--- src/rtl/aq_axis_pkg.sv ---
// Shared types and widths for the aq_axis stream converters.
// Holds the packer state encoding and the narrow/wide bus widths.
package aq_axis_pkg;

    localparam int NARROW_W      = 32;
    localparam int WIDE_W        = 64;
    localparam int NARROW_STRB_W = 4;
    localparam int WIDE_STRB_W   = 8;

    typedef enum logic [1:0] {
        EMPTY = 2'd0,
        HALF  = 2'd1,
        PAD   = 2'd2
    } state_t;

endpackage

--- src/rtl/aq_axis_oreg.sv ---
// Output register slice for the aq_axis converters.
// Holds one wide beat; reloads on the same cycle it drains.
module aq_axis_oreg
    import aq_axis_pkg::*;
#(
    parameter int DATA_W = WIDE_W,
    parameter int STRB_W = WIDE_STRB_W
) (
    input  logic              clk,
    input  logic              aresetn,
    input  logic              ld,
    input  logic [DATA_W-1:0] ld_data,
    input  logic [STRB_W-1:0] ld_strb,
    input  logic              ld_keep,
    input  logic              ld_last,
    input  logic              tready,
    output logic [DATA_W-1:0] tdata,
    output logic              tvalid,
    output logic [STRB_W-1:0] tstrb,
    output logic              tkeep,
    output logic              tlast,
    output logic              out_free
);

    assign out_free = ~tvalid | tready;

    // Load a new beat, or drop valid once the current beat is taken.
    always_ff @(posedge clk) begin
        if (!aresetn) begin
            tdata  <= '0;
            tstrb  <= '0;
            tkeep  <= 1'b0;
            tlast  <= 1'b0;
            tvalid <= 1'b0;
        end else if (ld) begin
            tdata  <= ld_data;
            tstrb  <= ld_strb;
            tkeep  <= ld_keep;
            tlast  <= ld_last;
            tvalid <= 1'b1;
        end else if (tvalid && tready) begin
            tvalid <= 1'b0;
        end
    end

endmodule

--- src/rtl/aq_axis_t64f32.sv ---
// Packs pairs of 32-bit AXIS beats into registered 64-bit beats.
// Define AQ_AXIS_T64F32_HI_FIRST_EN to place the first beat in [63:32].
module aq_axis_t64f32
    import aq_axis_pkg::*;
#(
    parameter logic [NARROW_W-1:0] PAD_DATA = 32'h0000_0000
) (
    input  logic                     I_AXIS_TCLK,
    input  logic                     ARESETN,
    input  logic [NARROW_W-1:0]      I_AXIS_TDATA,
    input  logic                     I_AXIS_TVALID,
    output logic                     I_AXIS_TREADY,
    input  logic [NARROW_STRB_W-1:0] I_AXIS_TSTRB,
    input  logic                     I_AXIS_TKEEP,
    input  logic                     I_AXIS_TLAST,
    output logic                     O_AXIS_TCLK,
    output logic [WIDE_W-1:0]        O_AXIS_TDATA,
    output logic                     O_AXIS_TVALID,
    input  logic                     O_AXIS_TREADY,
    output logic [WIDE_STRB_W-1:0]   O_AXIS_TSTRB,
    output logic                     O_AXIS_TKEEP,
    output logic                     O_AXIS_TLAST
);

    state_t                   state;
    state_t                   state_nxt;
    logic [NARROW_W-1:0]      lo_data;
    logic [NARROW_STRB_W-1:0] lo_strb;
    logic                     lo_keep;
    logic                     lo_ld;

    logic                     out_free;
    logic                     acc;
    logic                     ld;
    logic [NARROW_W-1:0]      first_d;
    logic [NARROW_W-1:0]      second_d;
    logic [NARROW_STRB_W-1:0] first_s;
    logic [NARROW_STRB_W-1:0] second_s;
    logic                     ld_keep;
    logic                     ld_last;
    logic [WIDE_W-1:0]        ld_data;
    logic [WIDE_STRB_W-1:0]   ld_strb;

    assign O_AXIS_TCLK = I_AXIS_TCLK;

    assign I_AXIS_TREADY = ARESETN &
        ((state == EMPTY) | ((state == HALF) & out_free));

    assign acc = I_AXIS_TVALID & I_AXIS_TREADY;

`ifdef AQ_AXIS_T64F32_HI_FIRST_EN
    assign ld_data = {first_d, second_d};
    assign ld_strb = {first_s, second_s};
`else
    assign ld_data = {second_d, first_d};
    assign ld_strb = {second_s, first_s};
`endif

    // Next state and output-load selection.
    always_comb begin
        state_nxt = state;
        lo_ld     = 1'b0;
        ld        = 1'b0;
        first_d   = I_AXIS_TDATA;
        first_s   = I_AXIS_TSTRB;
        second_d  = PAD_DATA;
        second_s  = '0;
        ld_keep   = I_AXIS_TKEEP;
        ld_last   = 1'b1;
        unique case (state)
            EMPTY: begin
                if (acc) begin
                    if (!I_AXIS_TLAST) begin
                        lo_ld     = 1'b1;
                        state_nxt = HALF;
                    end else if (out_free) begin
                        ld = 1'b1;
                    end else begin
                        lo_ld     = 1'b1;
                        state_nxt = PAD;
                    end
                end
            end
            HALF: begin
                if (acc) begin
                    ld        = 1'b1;
                    first_d   = lo_data;
                    first_s   = lo_strb;
                    second_d  = I_AXIS_TDATA;
                    second_s  = I_AXIS_TSTRB;
                    ld_keep   = lo_keep & I_AXIS_TKEEP;
                    ld_last   = I_AXIS_TLAST;
                    state_nxt = EMPTY;
                end
            end
            PAD: begin
                if (out_free) begin
                    ld        = 1'b1;
                    first_d   = lo_data;
                    first_s   = lo_strb;
                    ld_keep   = lo_keep;
                    state_nxt = EMPTY;
                end
            end
            default: state_nxt = EMPTY;
        endcase
    end

    // State register and holding slot for the first beat of a pair.
    always_ff @(posedge I_AXIS_TCLK) begin
        if (!ARESETN) begin
            state   <= EMPTY;
            lo_data <= '0;
            lo_strb <= '0;
            lo_keep <= 1'b0;
        end else begin
            state <= state_nxt;
            if (lo_ld) begin
                lo_data <= I_AXIS_TDATA;
                lo_strb <= I_AXIS_TSTRB;
                lo_keep <= I_AXIS_TKEEP;
            end
        end
    end

    aq_axis_oreg #(
        .DATA_W (WIDE_W),
        .STRB_W (WIDE_STRB_W)
    ) u_oreg (
        .clk      (I_AXIS_TCLK),
        .aresetn  (ARESETN),
        .ld       (ld),
        .ld_data  (ld_data),
        .ld_strb  (ld_strb),
        .ld_keep  (ld_keep),
        .ld_last  (ld_last),
        .tready   (O_AXIS_TREADY),
        .tdata    (O_AXIS_TDATA),
        .tvalid   (O_AXIS_TVALID),
        .tstrb    (O_AXIS_TSTRB),
        .tkeep    (O_AXIS_TKEEP),
        .tlast    (O_AXIS_TLAST),
        .out_free (out_free)
    );

endmodule

--- config.mk ---
export PLATFORM = sky130hd
export DESIGN_NAME = aq_axis_t64f32
export DESIGN_NICKNAME = d
export VERILOG_FILES = /design/src/rtl/aq_axis_pkg.sv /design/src/rtl/aq_axis_oreg.sv /design/src/rtl/aq_axis_t64f32.sv
export SDC_FILE = /design/constraint.sdc
export NUM_CORES = 1
export LEC_CHECK = 0
export CORE_ASPECT_RATIO = 0.9
export CORE_UTILIZATION = 55
export DETAILED_ROUTE_END_ITERATION = 7
export PLACE_DENSITY_LB_ADDON = 0.2
export SLEW_MARGIN = 25
export SYNTH_ARGS = -nofsm -noshare
export SYNTH_HDL_FRONTEND = slang
export SYNTH_HIERARCHICAL = 1
export SYNTH_SLANG_ARGS = --single-unit
--- constraint.sdc ---
create_clock -name I_AXIS_TCLK -period 3.4 [get_ports I_AXIS_TCLK]
set_input_delay 0.68 -clock I_AXIS_TCLK [delete_from_list [all_inputs] [get_ports I_AXIS_TCLK]]
set_output_delay 0.68 -clock I_AXIS_TCLK [all_outputs]
set_load 0.01 [all_outputs]
# Yosys cells after proc, flatten, opt, wreduce, memory -nomap -nowiden
# Index checks and enable logic that the tools add are counted.
[totals]
inputBits = 42
register_bits = 114
[op_classes]
reduce_logical = 4
mux = 32
n_eq_ne = 6
bitwise_logic = 7
[op_table]
columns = ["cell", "n"]
rows = [
  ["32-bit two-way mux", 4],
  ["32-bit case mux with 2 select lines", 1],
  ["4-bit two-way mux", 4],
  ["1-bit two-way mux", 14],
  ["2-bit two-way mux", 5],
  ["4-bit case mux with 2 select lines", 1],
  ["2-bit inequality test, second input constant", 3],
  ["2-bit case mux with 3 select lines", 1],
  ["1-bit AND", 4],
  ["4-bit AND reduction", 1],
  ["3-bit inequality test, second input constant", 1],
  ["1-bit case mux with 3 select lines", 1],
  ["2-bit by 1-bit == test with 1-bit output, second input constant", 1],
  ["2-bit == test, second input constant", 1],
  ["2-bit zero test", 1],
  ["1-bit OR", 2],
  ["1-bit case mux with 2 select lines", 1],
  ["2-bit nonzero test", 1],
  ["1-bit logical AND", 1],
  ["1-bit NOT", 1],
]

# Logic depth before layout (Yosys ltp)
# Gate-level depths: netlist of the first run.
[depth]
ltp_word = 9
mapped_depth = 11
ltp_nobuf = 7

# Hierarchy
# The synthesis of the first run kept the hierarchy.
[modules_own_cells]
columns = ["mod", "area_per_inst_um2", "cells_each", "n_inst", "seq_area_each_um2"]
rows = [
  ["aq_axis_oreg", 2896.5, 243, 1, 1501.4],
  ["aq_axis_t64f32", 2501.1, 300, 1, 780.7],
]

==> results_dict.tcl, run 1 <==
set metrics [dict create \
    core_um2 9330 \
    cts_hold_buf 0 \
    tritoncts "built" \
    synth.most_common_cell "dfxtp_1" \
    min_from "ARESETN" \
    ir_worst_vdd_v 0.000464 \
    synth_top_area_share_pct 42.3 \
    antenna_left 0 \
    synthCells 543 \
    dp_hpwl_mm 8.10 \
    critical_path_buf_inv_count 2 \
    synth.cell_area_um2 5400 \
    synth_top_family_by_area "simple AND/OR/NAND/NOR gates" \
    grt_use_total_pct 27.4 \
    grt_use_met3_pct 7.85 \
    clkTransAtPathRegs_ns 0.05 \
    worst_pin_slew_ns 0.780 \
    slew_violations 0 \
    rows 33 \
    antenna_found_initial 0 \
    clock_latency_ns 0.60 \
    synth_compound_area_share_pct 16.6 \
    design_area_um2 7070 \
    synthTopCellsByArea "dfxtp_1 (42%), mux2i_1 (14%), nor2b_1 (8.7%), a22o_1 (6.0%), a21boi_1 (5.1%)" \
    via_count 4490 \
    synth_xor_area_share_pct 0 \
    placed_area_um2 6460 \
    status "finished, final reports clean" \
    grt_use_met1_pct 33.4 \
    drive_gt1_share_pct 7.81 \
    worst_slew_margin_rel_pct 48.0 \
    viasPerCell 5.79 \
    hold_viol_final 0 \
    whs_path_depth 2 \
    leakage_nw 2.73 \
    grt.overflow.total 0 \
    yosys_warnings 6 \
    post-route-min-period_ns 3.18 \
    crit_required_ns 2.72 \
    worst-r2r-setup-slack_ns 0.64 \
    muxShareOfSynthArea_pct 14.1 \
    fin_cells 775 \
    antenna_cells 0 \
    die_area_um2 10200 \
    crit_chain "inv_1 > ha_1 > a21oi_1 > nor2b_1 > clkdlybuf4s50_1" \
    hold_path.class "in2reg" \
    nNetsFinal 687 \
    die_h_um 96.0 \
    dp.cells 741 \
    synth_seq_cells 114 \
    io_pins 119 \
    crit_path_end_kind "output port" \
    place_congestion 0.793 \
    die_w_um 106 \
    ff2ff_path_depth 8 \
    arrival_ns 2.50 \
    slowest_delay_ns 0.65 \
    grt_max_degree 99 \
    synth_edf_count 0 \
    cap_viol_max_count 0 \
    grt_first_pass_wirelength_mm 21.8 \
    drc 0 \
    rsz0062_at_grt "no" \
    synth_nets 589 \
    postCtsResizedCells 0 \
    first_pass_iters 4 \
    drt-total-wl_mm 13.7 \
    fin_util_pct 75.8 \
    fmax_mhz 314 \
    synth.largest_area_cell "dfxtp_1" \
    crit_path_start_kind "flip-flop" \
    synthArstFlopShare_pct 0 \
    finalCritPeriodShare_pct 93.7 \
    avgRoutedWirePerCell_um 17.6 \
    p_per_area_nw_per_um2 767 \
    tns_ns 0 \
    area_growth_pct 31.0 \
    synth.distinct_cells 32 \
    synthTopCellsByCount "dfxtp_1 (114), mux2i_1 (76), nor2b_1 (75), nand3_1 (40)" \
    use_met2_pct 47.2 \
    crit_path_max_fanout 20 \
    r2r-end "u_oreg/tdata[19]" \
    critPathKind "reg2out" \
    yosys.area_share.simple_pct 18.1 \
    finClkSkew_ns 0.00905 \
    grt_pass1_vias 4419 \
    r2r-start "state[1]" \
    synth-adder-area-share_pct 0.927 \
    cp_slowest_cell "ha_1" \
    finalSetupViolCount 0 \
    grt.busiest_layer "met2" \
    syn_area_per_cell_um2 9.94 \
    path_delay_family "adder cells" \
    port_buffers 118 \
    min_to "u_oreg/tdata[60]" \
    start_util_pct 57.8 \
    first_iter_violations 209 \
    cts_setup_buffers 0 \
    yosysSeqAreaShare_pct 42.3 \
    ys.flop_type "dfxtp_1" \
]
[layout make-up]
| type | count | area, um2 |
|---|---|---|
| clock buffers | 25 | 510 |
| clock inverters | 10 | 109 |
| fillers | 683 | 2260 |
| inverters | 5 | 18.8 |
| multi-input cells | 369 | 2700 |
| flip-flops and latches | 114 | 2280 |
| well taps | 122 | 153 |
| repair buffers | 130 | 1300 |
[worst reg2reg max path, cell delays in order (launching register included)]
cell	delay, ns
dfxtp_1	0.34
inv_1	0.09
ha_1	0.65
a41o_1	0.31
and3_1	0.42
buf_4	0.43
a22o_1	0.24
mux2i_1	0.10
nor2b_1	0.12
[flip-flops by register name, summed over array words and instances (netlist names)]
register / count
u_oreg/tdata: 64
u_oreg/tkeep: 1
u_oreg/tvalid: 1
u_oreg/tstrb: 8
lo_data: 32
state: 2
lo_strb: 4
lo_keep: 1
u_oreg/tlast: 1
[placed cells by master, fill, tap and decap left out, types with 2 or more instances in the layout]
cell,netlist,final
a21oi_1,2,2
a22o_1,37,37
nor2b_1,75,75
clkinv_2,0,5
clkinvlp_4,0,2
and3_1,38,38
ha_1,4,4
a21boi_1,37,37
nand3b_1,3,3
bufinv_16,0,2
buf_4,4,10
clkbuf_16,0,16
nand2b_1,3,3
buf_12,6,3
inv_1,5,5
o21ai_0,38,38
nand2_1,5,5
nand3_1,40,40
clkbuf_8,0,7
mux2i_1,76,76
clkdlybuf4s50_1,0,117
dfxtp_1,114,114
[through the flow]
| stage | hold WS [ns] | power, mW | setup slack [ns] |
|---|---|---|---|
| after floorplan | 0.453 | 3.19 | 0.901 |
| after global placement | 0.459 | 3.58 | 0.498 |
| after detailed placement | 0.465 | 3.64 | 0.471 |
| after CTS | 0.450 | 5.44 | 0.206 |
| after global routing | 0.437 | 5.66 | 0.0513 |
| final | 0.472 | 5.42 | 0.215 |
[metal layers]
metal / vias up / wire, um
li1: 2121 / -
met1: 2199 / 5980
met2: 162 / 6750
met3: 8 / 854
met4: 0 / 78
met5: - / 0
[power breakdown]
group	internal [mW]	total (mW)	leakage, nW	switching [mW]
Combinational	0.942	2.02	1.50	1.07
Sequential	1.51	1.60	0.924	0.0961
Clock	1.18	1.80	0.305	0.618
Total	3.63	5.42	2.73	1.79
[cell families (layout without fill, tap and decap cells)]
group,after synthesis,after routing
AND/OR/NAND/NOR,166,166
AO/OA/AOI/OAI,123,123
flip-flops,114,114
multiplexers,76,76
buffers and inverters,60,170
adder cells (fa/ha/maj),4,4
[how the worst max path moves through the flow]
stage	depth (start not counted)	from	slack, ns	to
finish	5	state[1]	0.22	I_AXIS_TREADY
global route	5	state[1]	0.05	I_AXIS_TREADY
CTS	5	state[1]	0.21	I_AXIS_TREADY
detailed placement	8	O_AXIS_TREADY	0.47	u_oreg/tdata[2]
global placement	5	O_AXIS_TREADY	0.50	I_AXIS_TREADY
floorplan	1	I_AXIS_TCLK	0.90	O_AXIS_TCLK
Power figures use the tool's default switching activity.
==> inputs of run 2 (changes only) <==
--- a/config.mk
+++ b/config.mk
@@ -6,6 +6,7 @@
 export NUM_CORES = 1
 export LEC_CHECK = 0
 export CORE_ASPECT_RATIO = 0.9
+export CORE_MARGIN = 2
 export CORE_UTILIZATION = 55
 export DETAILED_ROUTE_END_ITERATION = 7
 export PLACE_DENSITY_LB_ADDON = 0.2
==> run 2 against run 1 <==
  * Critical path depth shrank 2
  * Die area grew 4.0%
  * Worst setup slack gained 0.11 ns
  * Sequential share of layout area shrank 0.24 points
  * Non-clock buffer count grew 3
  * First-iteration DRC count grew 26%
  * Count of clock-buffer cells in the layout shrank 2
  * Global-route usage shrank 1.3 points
  * Critical path type is now clk2out
  * Critical endpoint is now O_AXIS_TCLK
==> results_dict.tcl, run 2 (synthesis gave the netlist of run 1 again) <==
set metrics [dict create \
    placed_area_um2 6480 \
    seq_power_share_pct 29.2 \
    worst_pin_slew_ns 0.783 \
    finClkSkew_ns 0.00672 \
    largest_reg_flops 64 \
    grt_first_pass_wirelength_mm 22.0 \
    dp_hpwl_mm 8.26 \
    finalSetupViolCount 0 \
    cp_slowest_cell "clkdlybuf4s50_1" \
    fin_util_pct 74.1 \
    drive_gt1_share_pct 8.22 \
    slowest_delay_ns 0.47 \
    rows 34 \
    antenna_left 0 \
    drc 0 \
    ff2ff_path_depth 9 \
    leakage_nw 2.75 \
    power_frac_comb_pct 35.7 \
    die_area_um2 10600 \
    worst_slew_margin_rel_pct 47.8 \
    p_int_mw 3.72 \
    crit_path_end_kind "output port" \
    largestRegisters "u_oreg/tdata x64, lo_data x32, u_oreg/tstrb x8" \
    grt.overflow.total 0 \
    start_util_pct 56.1 \
    status "finished, final reports clean" \
    r2r-end "u_oreg/tdata[19]" \
    antenna_cells 0 \
    tritoncts "built" \
    drt-total-wl_mm 13.4 \
    design_area_um2 7130 \
    fin_cells 783 \
    r2r-start "state[1]" \
    swShare_pct 32.4 \
    nNetsFinal 690 \
    cts_hold_buf 0 \
    min_to "lo_data[2]" \
    crit_required_ns 2.72 \
    largest-register "u_oreg/tdata" \
    first_pass_iters 5 \
    p_per_area_nw_per_um2 772 \
    min_from "lo_data[2]" \
    power_mw 5.50 \
    hold_viol_final 0 \
    crit_path_start_kind "clock port" \
    die_h_um 98.0 \
    arrival_ns 2.39 \
    whs_path_depth 2 \
    layout_common_cells "clkdlybuf4s50_1 (117), dfxtp_1 (114), mux2i_1 (76)" \
    cap_viol_max_count 0 \
    tns_ns 0 \
    crit_path_max_fanout 2 \
    viasPerCell 5.70 \
    p_clk_share_pct 35.2 \
    area_growth_pct 32.0 \
    first_iter_violations 264 \
    dp.cells 748 \
    antenna_found_initial 0 \
    postCtsResizedCells 0 \
    rsz0062_at_grt "no" \
    clock_latency_ns 0.61 \
    place_congestion 0.726 \
    critPathKind "clk2out" \
    crit_chain "clkbuf_8 > clkbuf_8 > clkdlybuf4s50_1" \
    ir_worst_vdd_v 0.000557 \
    p_switching_mw 1.78 \
    io_pins 119 \
    core_um2 9610 \
    clkTransAtPathRegs_ns 0.05 \
    cts_setup_buffers 0 \
    via_count 4460 \
    port_buffers 118 \
    layout_commonest_cell "clkdlybuf4s50_1" \
    grt_max_degree 100 \
    grt_use_total_pct 26.1 \
    worst-r2r-setup-slack_ns 0.94 \
    avgRoutedWirePerCell_um 17.1 \
    slew_violations 0 \
    hold_path.class "reg2reg" \
    cp_common_cell "clkbuf_8" \
    grt_pass1_vias 4431 \
    die_w_um 108 \
]
## run 2: cell types whose count changed in the layout (fill, tap and decap cells not counted), sizes merged
cell    before  now
inv          5    6
clkbuf      24   22
buf         14   17
bufinv       2    4
## run 2: layer usage
layer	vias up	track usage, %	wire [um]
met2	160	40.5	6320
met1	2156	34.1	5860
met3	19	8.34	992
met5	-	0	0
li1	2125	-	-
met4	0	9.37	177
## run 2: worst max-delay path: cells and delay by family
kind,cells,cell delay (ns)
buffers and inverters,3,0.70
## run 2: final cells by class
class,instances,area (um2)
clock buffer,23,473
clock inverter,13,185
fill,694,2490
inverter,5,18.8
multi-input combinational,369,2700
sequential,114,2280
tap,126,158
timing repair buffer,133,1310
## run 2: worst max-delay path by stage
stage	from	to	depth (start not counted)
after floorplan	I_AXIS_TCLK	O_AXIS_TCLK	1
after global placement	O_AXIS_TREADY	u_oreg/tdata[17]	8
after detailed placement	O_AXIS_TREADY	u_oreg/tdata[19]	8
after CTS	I_AXIS_TCLK	O_AXIS_TCLK	3
after global routing	I_AXIS_TCLK	O_AXIS_TCLK	3
final	I_AXIS_TCLK	O_AXIS_TCLK	3
## run 2: through the flow
step                worst slack, ns  hold slack (ns)
floorplan                     0.901            0.453
global placement              0.491            0.459
detailed placement            0.430            0.467
CTS                           0.317            0.475
global route                  0.304            0.497
finish                        0.326            0.476
## run 2: power groups by stage
stage                     clock (mW)  sequential (mW)  combinational, mW
after global routing            2.04             1.62               2.11
after floorplan               0.0242             1.67               1.49
after detailed placement      0.0299             1.63               1.95
after CTS                       1.96             1.60               1.96
after global placement        0.0299             1.62               1.91
final                           1.93             1.61               1.96
==> edit 1, RTL diff (settings of run 1) <==
The 3 states of `state_t` get a one-hot encoding in 3 bits.
--- a/src/rtl/aq_axis_pkg.sv
+++ b/src/rtl/aq_axis_pkg.sv
@@ -8,8 +8,8 @@
     localparam int WIDE_STRB_W   = 8;
 
-    typedef enum logic [1:0] {
-        EMPTY = 2'd0,
-        HALF  = 2'd1,
-        PAD   = 2'd2
+    typedef enum logic [2:0] {
+        EMPTY = 3'b001,
+        HALF  = 3'b010,
+        PAD   = 3'b100
     } state_t;
 
Formal check against the unedited RTL: no difference found for any inputs over 4 cycles, from zero or initial values and one cycle with ARESETN low; so few cycles prove little.
==> edit 1 against run 1 <==
  * Sequential cell count up 1
  * Clock skew up 0.0064 ns
  * Cell area up 1.5%
  * Synthesized area up 1.6%
  * Setup slack better by 0.12 ns
  * Die area up 1.5%
  * Wire length down 9.4%
  * Utilization down 1.5 points
  * First-iteration DRC count down 4.3%
  * Critical path type is now clock port to primary output
  * Register-to-register slack better by 0.43 ns
  * Global-route usage down 2.6 points
Power is not compared: it rests on default switching activity, and its combinational part moved more than twofold at a synthesized area within 25%.
==> edit 1: results (changes against run 1) <==
.. list-table::
   :header-rows: 1

   * - Metric
     - Value
   * - Worst slew pin tran
     - 0.9013 ns (+0.1213 ns)
   * - Final Net Count
     - 750 (+9.2%)
   * - Per-cell routed wire length
     - 14.63 µm (-17%)
   * - Distinct cell type count after synthesis
     - 37 (+16%)
   * - Share of the synthesized area in compound gates (AO/OA/AOI/OAI)
     - 11.30% (-5.3 points)
   * - Largest fanout of any net on the critical path
     - 2 (-90%)
   * - Gr usage total
     - 24.75% (-2.6 points)
   * - Wire length of the first global-routing pass
     - 20,350 µm (-6.5%)
   * - Most instantiated cells after synthesis
     - sky130_fd_sc_hd__nand2_1, sky130_fd_sc_hd__dfxtp_1, sky130_fd_sc_hd__mux2i_1, sky130_fd_sc_hd__nor2b_1, sky130_fd_sc_hd__and2_1
   * - Worst clock skew
     - 0.01543 ns (+0.006376 ns)
   * - Cell with the largest stage delay on the worst path
     - sky130_fd_sc_hd__clkdlybuf4s50_1
   * - Critical register-to-register path startpoint
     - state[2]
   * - Register-to-Register Path Depth
     - 7 (-1)
   * - Drt first-iter violations
     - 200 (-4.3%)
   * - Share of cell area taken by muxes after synthesis
     - 13.51% (-0.58 points)
   * - Synthesized Nets
     - 648 (+10%)
   * - Status
     - finished clean
   * - XOR/XNOR share of the synthesized area
     - 0.1597% (+0.16 points)
   * - Met3 capacity usage during global routing
     - 6.065% (-1.8 points)
   * - Endpoint of the lowest-slack register-to-register path
     - u_oreg/tkeep
   * - Met2 Use GR
     - 41.49% (-5.8 points)
   * - Async set or reset register ratio after synthesis
     - 0% (unchanged)
   * - Biggest area contributors in the synthesized netlist
     - sky130_fd_sc_hd__dfxtp_1, sky130_fd_sc_hd__mux2i_1, sky130_fd_sc_hd__nand2_1, sky130_fd_sc_hd__nor2b_1, sky130_fd_sc_hd__and2_1
   * - Detailed placer's ending HPWL
     - 7506 µm (-7.3%)
   * - Adder and majority cell fraction of the synthesized area
     - 0% (-0.93 points)
   * - 1st-pass router iterations
     - 5 (+1)
   * - GR met1 Demand/Resource
     - 30.55% (-2.8 points)
   * - Data arrival time of the worst path
     - 2.39 ns (-0.11 ns)
   * - End point of the most critical hold path
     - u_oreg/tkeep
   * - Fraction of layout instances using a drive strength above 1
     - 9.444% (+1.6 points)
edit 1: cell types whose count changed after synthesis, sizes merged, moves of 3 or more:
cell,delta
nand2,+144
nand3,-39
a22o,-37
and3,-37
and2,+36
clkbuf,-10
o21ai,+5
ha,-4
nor2,+4
inv,-3
nand3b,-3
edit 1: logic make-up (layout without fill, tap and decap cells):
logic type / count (synthesis) / count (layout)
mux: 74 / 74
compound gates: 87 / 87
flops: 115 / 115
xor+xnor: 1 / 1
simple gates: 282 / 282
buf+inv: 47 / 161
edit 1: area by class of cell:
class,instances,area [µm²]
Clock inverter,10,155.1
Inverter,2,7.507
Multi-Input combinational cell,444,2811
Sequential cell,115,2302
Timing Repair Buffer,124,1231
Fill cell,714,2481
Clock buffer,25,510.5
Tap cell,126,157.7
edit 1: power by group:
| group | internal [mW] | switching [mW] |
|---|---|---|
| Clock | 1.33 | 0.629 |
| Sequential | 1.38 | 0.0207 |
| Combinational | 0.154 | 0.137 |
edit 1: worst max-delay path, delay by kind of cell:
| family | cells | cell delay (ns) |
|---|---|---|
| buffers and inverters | 3 | 0.69 |
edit 1: worst max-delay path by stage:
stage / start / to / slack (ns) / cells past startpoint
after floorplan: I_AXIS_TCLK / O_AXIS_TCLK / 0.90 / 1
after global placement: O_AXIS_TREADY / I_AXIS_TREADY / 0.45 / 6
after detailed placement: O_AXIS_TREADY / lo_data[3] / 0.39 / 6
after CTS: I_AXIS_TCLK / O_AXIS_TCLK / 0.32 / 3
after global routing: O_AXIS_TREADY / I_AXIS_TREADY / 0.32 / 6
final: I_AXIS_TCLK / O_AXIS_TCLK / 0.33 / 3
edit 1: metal layers:
metal / up-vias / routed length (µm) / part of all wire (%)
li1: 2185 / - / -
met4: 0 / 138 / 1.1
met5: - / 0 / 0
met1: 2091 / 5384 / 44
met2: 128 / 6181 / 50
met3: 13 / 669 / 5.4
edit 1: metrics by stage:
stage / instance area, µm² / hold WS, ns / instances / setup WS (ns) / power (mW)
final: 7176 / 0.3827 / 846 / 0.3333 / 3.657
after global routing: 7176 / 0.3641 / 846 / 0.3173 / 3.779
after CTS: 7167 / 0.3679 / 846 / 0.3225 / 3.685
after detailed placement: 6511 / 0.4571 / 812 / 0.3932 / 1.751
after global placement: 6511 / 0.4505 / 812 / 0.4508 / 1.742
after floorplan: 5483 / 0.4437 / 606 / 0.9009 / 1.637
==> edit 2, RTL diff (config.mk and constraints of run 1) <==
Without the edit above. Reset style: asynchronous (`ARESETN` and `aresetn`), changed in 2 clocked blocks.
--- a/src/rtl/aq_axis_oreg.sv
+++ b/src/rtl/aq_axis_oreg.sv
@@ -26,5 +26,5 @@
 
     // Load a new beat, or drop valid once the current beat is taken.
-    always_ff @(posedge clk) begin
+    always_ff @(posedge clk or negedge aresetn) begin
         if (!aresetn) begin
             tdata  <= '0;
--- a/src/rtl/aq_axis_t64f32.sv
+++ b/src/rtl/aq_axis_t64f32.sv
@@ -108,5 +108,5 @@
 
     // State register and holding slot for the first beat of a pair.
-    always_ff @(posedge I_AXIS_TCLK) begin
+    always_ff @(posedge I_AXIS_TCLK or negedge ARESETN) begin
         if (!ARESETN) begin
             state   <= EMPTY;
Function: differs if ARESETN is asserted again (counterexample within 4 cycles, from zero or initial values and one cycle with ARESETN low); with ARESETN held inactive, the same outputs for 10 cycles.
==> edit 2 against run 1 <==
  * Synthesized area is 1.7% higher
  * Synthesized cell count fell by 34%
  * Global-route usage shrank 0.72 points
  * Sequential cell count stayed put
  * Sequential power increased by 40%
  * Register-to-register slack better by 0.22 ns
  * Power up 22%
  * Setup slack better by 0.12 ns
  * Count of clock-buffer cells in the layout decreased by 4
  * Wire length down 11%
  * Cell area is 3.9% higher
  * Via count decreased by 23%
  * Final cell count fell by 19%
==> edit 2: results (changes against run 1) <==
.. list-table::
   :header-rows: 1

   * - Metric
     - Value
   * - Detailed route wirelength on metal3
     - 659 µm (-23%)
   * - DR vias
     - 3,475 (-23%)
   * - Hold Crit Class
     - primary input to asynchronous set/reset pin
   * - Filler Cell Count
     - 640 (-6.3%)
   * - Drt first-iter violations
     - 109 (-48%)
   * - Synthesized Nets
     - 405 (-31%)
   * - Register-to-register path setup slack
     - 0.86 ns (+0.22 ns)
   * - Max rail drop VDD
     - 0.0005037 V (+8.5%)
   * - Register-to-Register Path Depth
     - 7 (-1)
   * - Met3 capacity usage during global routing
     - 8.086% (+0.23 points)
   * - Largest fanout of any net on the critical path
     - 2 (-90%)
   * - Total Wirelength
     - 12,180 µm (-11%)
   * - Final GP Congestion
     - 0.8131 (+2.5%)
   * - Endpoint of the lowest-slack register-to-register path
     - u_oreg/tdata[18]
   * - # placed instances
     - 591 (-20%)
   * - Sequential fraction of the synthesis area
     - 51.98% (+9.7 points)
   * - Delay of the slowest critical-path stage
     - 0.47 ns (-0.18 ns)
   * - Worst setup path startpoint
     - I_AXIS_TCLK
   * - Final Net Count
     - 533 (-22%)
   * - Share of the synthesized area in compound gates (AO/OA/AOI/OAI)
     - 8.618% (-8.0 points)
   * - Critical register-to-register path startpoint
     - state[0]
   * - Gr usage total
     - 26.64% (-0.72 points)
   * - Biggest area contributors in the synthesized netlist
     - sky130_fd_sc_hd__dfrtp_1, sky130_fd_sc_hd__mux2_4, sky130_fd_sc_hd__mux2_2, sky130_fd_sc_hd__a22o_2, sky130_fd_sc_hd__and2_1
   * - Number of global-route vias before repair
     - 3,934 (-11%)
   * - Status
     - finished clean
   * - Async set or reset register ratio after synthesis
     - 100.0% (+100 points)
   * - Data arrival time of the worst path
     - 2.39 ns (-0.11 ns)
   * - Worst clock skew
     - 0.006637 ns (-0.002416 ns)
   * - Detailed placer's ending HPWL
     - 7326 µm (-9.5%)
   * - Largest net degree at the start of global routing
     - 70 (-29%)
   * - Met2 Use GR
     - 42.13% (-5.1 points)
   * - Worst slew pin tran
     - 0.8584 ns (+0.07843 ns)
   * - GR met1 Demand/Resource
     - 32.80% (-0.59 points)
   * - Gate family responsible for the most delay along the worst path
     - buffers and inverters
   * - Per-cell routed wire length
     - 19.48 µm (+11%)
   * - Critical path endpoint
     - O_AXIS_TCLK
   * - Number of cells produced by synthesis
     - 359 (-34%)
   * - Post-Route M1 WL
     - 5263 µm (-12%)
   * - Leak
     - 3.443 nW (+26%)
   * - Total length of routed met2 wires
     - 5950 µm (-12%)
==> edit 2: per-stage QoR <==
step | util (%) | setup WS [ns] | hold WS [ns] | cell area, µm²
floorplan | - | 0.8993 | 0.3844 | 5488
finish | 75.79 | 0.3316 | 0.07848 | 7351
global route | 75.79 | 0.3120 | 0.08235 | 7351
global placement | 69.38 | 0.4182 | 0.4880 | 6729
CTS | 75.79 | 0.3207 | 0.06849 | 7351
detailed placement | 69.38 | 0.3797 | 0.4939 | 6729
==> edit 2: final cells by class <==
cell class,count,share of cell area (%)
flip-flops and latches,114,38.81
clock buffers,21,6.332
repair buffers,128,17.36
well taps,126,2.145
inverters,3,0.1532
clock inverters,14,2.264
multi-input cells,219,32.94
==> edit 2: power groups by stage <==
stage,clock [mW],combinational [mW],sequential (mW)
after floorplan,0.0242,1.46,2.33
after global placement,0.0299,2.45,2.21
after detailed placement,0.0299,2.52,2.24
after CTS,1.90,2.55,2.25
after global routing,1.96,2.70,2.31
final,1.86,2.53,2.24
